[src/rtl/mul_pkg.sv]
// mul_pkg: shared widths, product type and default FIFO depth for the multiplier tile.
package mul_pkg;
    localparam int PROD_W = 16;
    localparam int BYTE_W = 8;
    localparam int FIFO_DEPTH_DEF = 4;
    typedef logic [PROD_W-1:0] product_t;
endpackage

[src/rtl/mul_fifo_store.sv]
// mul_fifo_store: product storage array with head/tail pointers and entry count.
module mul_fifo_store
    import mul_pkg::*;
#(
    parameter int DEPTH = FIFO_DEPTH_DEF
) (
    input  logic                     clk,
    input  logic                     rst_n,
    input  logic                     clr,
    input  logic                     push,
    input  logic                     pop_entry,
    input  product_t                 wr_data,
    output product_t                 head,
    output logic                     full,
    output logic                     empty,
    output logic [$clog2(DEPTH):0]   count
);
    localparam int PW = $clog2(DEPTH);
    localparam int CW = PW + 1;

    product_t      mem [DEPTH];
    logic [PW-1:0] wr_ptr;
    logic [PW-1:0] rd_ptr;
    logic          push_ok;
    logic          pop_ok;

    assign full    = count == CW'(DEPTH);
    assign empty   = count == '0;
    assign pop_ok  = pop_entry && !empty;
    // A freeing pop makes room for a push in the same cycle, even when full.
    assign push_ok = push && (!full || pop_ok);
    assign head    = mem[rd_ptr];

    always_ff @(posedge clk or negedge rst_n) begin
        if (!rst_n) begin
            wr_ptr <= '0;
            rd_ptr <= '0;
            count  <= '0;
        end else if (clr) begin
            wr_ptr <= '0;
            rd_ptr <= '0;
            count  <= '0;
        end else begin
            if (push_ok) wr_ptr <= wr_ptr + PW'(1);
            if (pop_ok) rd_ptr <= rd_ptr + PW'(1);
            count <= count + CW'(push_ok) - CW'(pop_ok);
        end
    end

    always_ff @(posedge clk) begin
        if (push_ok && !clr) mem[wr_ptr] <= wr_data;
    end
endmodule

[src/rtl/mul_result_fifo.sv]
// mul_result_fifo: buffers multiplier products for byte-serial host reads and keeps a running sum.
// Define MUL_ACC_SAT_EN for a saturating accumulator with a sticky acc_sat flag.
module mul_result_fifo
    import mul_pkg::*;
#(
    parameter int DEPTH = FIFO_DEPTH_DEF,
    parameter int ACC_W = 20
) (
    input  logic                     clk,
    input  logic                     rst_n,
    input  logic                     in_valid,
    input  product_t                 in_data,
    input  logic                     clr,
    input  logic                     pop,
    output logic [BYTE_W-1:0]        rd_byte,
    output logic                     rd_phase,
    output logic                     empty,
    output logic                     full,
    output logic [$clog2(DEPTH):0]   count,
    output logic                     overflow,
    output logic [ACC_W-1:0]         acc
`ifdef MUL_ACC_SAT_EN
    ,
    output logic                     acc_sat
`endif
);
    product_t     head;
    logic         pop_any;
    logic         freeing;
    logic [ACC_W:0] sum;

    assign pop_any = pop && !empty;
    assign freeing = pop_any && rd_phase;
    assign sum     = {1'b0, acc} + (ACC_W + 1)'(in_data);
    assign rd_byte = empty ? '0 : (rd_phase ? head[15:8] : head[7:0]);

    mul_fifo_store #(.DEPTH(DEPTH)) u_store (
        .clk       (clk),
        .rst_n     (rst_n),
        .clr       (clr),
        .push      (in_valid),
        .pop_entry (freeing),
        .wr_data   (in_data),
        .head      (head),
        .full      (full),
        .empty     (empty),
        .count     (count)
    );

    always_ff @(posedge clk or negedge rst_n) begin
        if (!rst_n) begin
            rd_phase <= 1'b0;
            overflow <= 1'b0;
        end else if (clr) begin
            rd_phase <= 1'b0;
            overflow <= 1'b0;
        end else begin
            if (pop_any) rd_phase <= !rd_phase;
            if (in_valid && full && !freeing) overflow <= 1'b1;
        end
    end

`ifdef MUL_ACC_SAT_EN
    always_ff @(posedge clk or negedge rst_n) begin
        if (!rst_n) begin
            acc     <= '0;
            acc_sat <= 1'b0;
        end else if (clr) begin
            acc     <= '0;
            acc_sat <= 1'b0;
        end else if (in_valid) begin
            acc <= sum[ACC_W] ? '1 : sum[ACC_W-1:0];
            if (sum[ACC_W]) acc_sat <= 1'b1;
        end
    end
`else
    logic carry_unused;
    assign carry_unused = sum[ACC_W];

    always_ff @(posedge clk or negedge rst_n) begin
        if (!rst_n) acc <= '0;
        else if (clr) acc <= '0;
        else if (in_valid) acc <= sum[ACC_W-1:0];
    end
`endif
endmodule

[config.mk]
export PLATFORM = sky130hd
export DESIGN_NAME = mul_result_fifo
export DESIGN_NICKNAME = d
export VERILOG_FILES = /design/src/rtl/mul_pkg.sv /design/src/rtl/mul_fifo_store.sv /design/src/rtl/mul_result_fifo.sv
export SDC_FILE = /design/constraint.sdc
export NUM_CORES = 1
export LEC_CHECK = 0
export CAP_MARGIN = 10
export CORE_MARGIN = 5
export CORE_UTILIZATION = 25
export DETAILED_ROUTE_END_ITERATION = 8
export SLEW_MARGIN = 30
export SYNTH_ARGS = -nofsm -noshare
export SYNTH_HDL_FRONTEND = slang
export SYNTH_SLANG_ARGS = --single-unit
[constraint.sdc]
create_clock -name clk -period 2.5 [get_ports clk]
set_input_delay 0.25 -clock clk [delete_from_list [all_inputs] [get_ports clk]]
set_output_delay 0.25 -clock clk [all_outputs]
set_load 0.02 [all_outputs]
==> impl_results.rst <==
.. list-table::
   :header-rows: 1

   * - Metric
     - Value
   * - Result of the run
     - completed
   * - Buffers inserted during post-CTS setup optimization
     - 0
   * - Effective utilization at floorplan
     - 0.252
   * - Setup crit end kind
     - output pin
   * - Buffer and inverter count on the worst path
     - 2
   * - Post-synthesis instance total
     - 359
   * - Placed insts
     - 685
   * - Aggregate negative setup slack
     - 0 ns
   * - Post-layout net count
     - 507
   * - Number of synthesized register bits
     - 93
   * - Final hold viol count
     - 0
   * - Count of cell types in the netlist
     - 55
   * - Worst-skew pair later-pin latency
     - 0.34 ns
   * - Tot Pwr
     - 4.76 mW
   * - R2R setup slack
     - 0.29 ns
   * - Number of search-and-repair iterations in the first detailed-routing pass
     - 4
   * - Final period util
     - 0.911
   * - Max Transition Viols Final
     - 0
   * - DRC marker count from the first detailed-route iteration
     - 251
   * - Routability Congestion
     - 0.885
   * - Vias per cell
     - 4.56
   * - Share of the synthesized area in the top cell type
     - 0.412
   * - Number of failing setup endpoints in the final timing report
     - 0
   * - Avg Inst Size Synth
     - 13.0 um2
   * - Total clock buffers created by CTS
     - 9
   * - Primary flip-flop cell chosen by synthesis mapping
     - edfxtp_1
   * - Worst min-delay path class
     - input pin to async pin
   * - Largest cells by area after synthesis
     - edfxtp_1 (41%), dfrtp_1 (16%), mux4_2 (7.7%)
   * - Setup slack of the critical path after layout
     - 0.222 ns
   * - Sequential element share of the synthesized area
     - 0.568
   * - Summed area of non-filler cells in the final layout
     - 6140 um2
   * - Count of flip-flops with a built-in enable after synthesis
     - 64
   * - Fmax
     - 0.439 GHz
   * - Clock sinks
     - 93
   * - Aggregate global routing overflow
     - 0
   * - Antenna Diode Count
     - 0
   * - Signed area change from the synthesized netlist to the final layout
     - 31.7%
   * - Largest fanout on the critical path
     - 18
   * - Largest area contributor in the synthesized netlist
     - edfxtp_1
   * - Post-Route WL
     - 11200 um
   * - Via count of the first global-routing pass
     - 3426
   * - Critical Path Max Stage Delay
     - 0.53 ns
   * - Number of nets in the synthesized netlist
     - 404
   * - Horiz. Die Dim
     - 147 um
   * - Synthesis warning total
     - 0
   * - Placement-stage worst setup slack
     - -0.101 ns
   * - Wire per inst
     - 16.0 um
   * - Clock H-tree levels
     - 3
   * - Clock root buffer master
     - clkbuf_16
   * - Worst EP required
     - 2.25 ns
   * - TritonCTS clock tree
     - done
   * - Final instance count without filler cells
     - 701
   * - Die area
     - 21500 um2
   * - Worst-path cell chain
     - buf_12, mux4_2, mux2i_1, nor2_1, dlygate4sd2_1
   * - Maximum vdd ir drop
     - 0.446 mV
   * - Element type at the critical path start
     - flop
   * - Cell leakage power
     - 2.40 nW
   * - Post-route antenna net violation count
     - 0
   * - Core area
     - 18500 um2
   * - Die outline height
     - 147 um
   * - Transition time at the pin with the least slew margin
     - 0.520 ns
   * - Class of the most critical setup path
     - flop to output pin
   * - First-pass GRT wire length
     - 18300 um
   * - Time the worst path needs with I/O delays and setup
     - 2.28 ns
   * - Longest Clk Path Bufs
     - 2
   * - Layout Skew
     - 0.00772 ns
   * - RSZ-0062 raised after global routing
     - no
   * - Synthesized cell area
     - 4660 um2
   * - Std-Cell Rows
     - 50
   * - Number of input and output port buffers inserted
     - 55
   * - DRC violations left
     - 0
   * - Proportion of register bits with asynchronous set or reset after synthesis
     - 0.312
   * - Number of top-level pins
     - 56
   * - DR vias
     - 3194
   * - Total power density per cell area
     - 776 nW/um2
   * - Share of layout cells above drive strength 1
     - 0.201
   * - Cell with the largest stage delay on the worst path
     - mux4_2
   * - Endpoint arrival time on the critical path
     - 2.03 ns
   * - Worst slew margin
     - 0.652
   * - Global-route usage over all layers
     - 0.108
   * - Total of max-cap violations
     - 0
   * - Area after DPL
     - 5840 um2
   * - Cell class contributing the biggest share of worst-path delay
     - multiplexers
   * - Clock transition at the registers of the reported paths
     - 0.07 ns
   * - Largest net degree at the start of global routing
     - 30
   * - Half-perimeter wire length after detailed placement
     - 8520 um
   * - Initial antenna violation count
     - 0
## area by class of cell
type,instances,area [um2]
Clock buffer,9,225
Clock inverter,7,58.8
Sequential cell,93,2650
Tap cell,234,293
Timing Repair Buffer,106,955
Fill cell,1829,12400
Multi-Input combinational cell,240,1920
Inverter,12,45.0
## worst reg2reg max path, cell delays in order, from the launching register on
cell and delay [ns]:
dfrtp_1 0.41, ha_1 0.25, fa_1 0.42, a211oi_2 0.23, nor2_1 0.11, o221ai_1 0.28
o21ai_0 0.15, xnor2_1 0.15, o21ai_0 0.08
## worst paths after layout
check | cells past startpoint | start | end
setup reg to reg | 8 | acc[0] | acc[12]
hold / removal | 2 | rst_n | acc[7]
setup / recovery | 5 | u_store.rd_ptr[0] | rd_byte[2]
hold reg to reg | 2 | acc[9] | acc[9]
max in group asynchronous | 2 | rst_n | acc[12]
min in group clk | 2 | acc[9] | acc[9]
## state kept, by name (all words and copies together) (netlist names)
name and count:
u_store.mem 64, overflow 1, u_store.wr_ptr 2, u_store.count 3, rd_phase 1, acc 20, u_store.rd_ptr 2
## where the power goes
group	internal, mW	leakage, nW	switching, mW	total, mW
logic	0.746	1.30	0.860	1.61
registers	1.78	0.969	0.0791	1.86
clock network	0.690	0.134	0.607	1.30
## layout by cell type, fill, tap and decap left out, types with 3 or more instances in the layout
| cell | count |
|---|---|
| a211oi_1 | 6 |
| a21o_1 | 3 |
| a21oi_1 | 16 |
| and2_1 | 4 |
| buf_4 | 50 |
| clkbuf_16 | 9 |
| clkdlybuf4s50_1 | 47 |
| dfrtp_1 | 29 |
| dlygate4sd2_1 | 3 |
| dlymetal6s2s_1 | 5 |
| edfxtp_1 | 64 |
| ha_1 | 22 |
| inv_1 | 12 |
| mux2i_1 | 11 |
| mux4_2 | 16 |
| nand2_1 | 20 |
| nand3_1 | 11 |
| nand4_1 | 5 |
| nor2_1 | 46 |
| nor2b_1 | 4 |
| nor3_1 | 8 |
| nor4_1 | 3 |
| o21a_1 | 3 |
| o21ai_0 | 11 |
| xnor2_1 | 10 |
| xor2_1 | 3 |
## synth_stat cells, types with 3 or more instances
cell       n
clkbuf_1   6
nand2_1   20
buf_1      3
o21ai_0   11
o21a_1     3
nor2b_1    4
edfxtp_1  64
nor4_1     3
nand4_1    5
nor2_1    46
nor3_1     8
mux2i_1   11
mux4_2    16
and2_1     4
nand3_1   11
ha_1      22
xnor2_1   10
xor2_1     3
a21oi_1   16
dfrtp_1   29
a211oi_1   7
a21o_1     3
inv_1     12
buf_2      5
## repair_timing
item / 4_1_cts / 5_1_grt
setup endpoints to repair: 3 / 7
hold buffers: 0 / 0
gates resized for setup: 3 / 6
gates cloned: 0 / 0
## per-stage QoR
stage,utilization,hold slack [ns]
after floorplan,-,-0.0456
after CTS,0.331,0.313
final,0.332,0.309
after detailed placement,0.316,0.523
after global placement,0.316,0.501
after global routing,0.332,0.352
## cells by family (layout without fill, tap and decap cells)
group | count (synthesis) | in the layout | synth area share
fa+ha+maj | 24 | 24 | 0.0676
mux | 29 | 29 | 0.107
simple gates | 113 | 113 | 0.114
compound gates | 61 | 61 | 0.0977
xor+xnor | 13 | 13 | 0.0244
flops | 93 | 93 | 0.568
buf+inv | 26 | 134 | 0.0223
## per-layer routing
metal | vias up | global-route usage | part of all wire
li1 | 1552 | - | -
met1 | 1570 | 0.139 | 0.46
met2 | 62 | 0.179 | 0.48
met3 | 10 | 0.0292 | 0.046
met4 | 0 | 0.0296 | 0.012
met5 | - | 0 | 0
(Power assumes the default switching activity.)
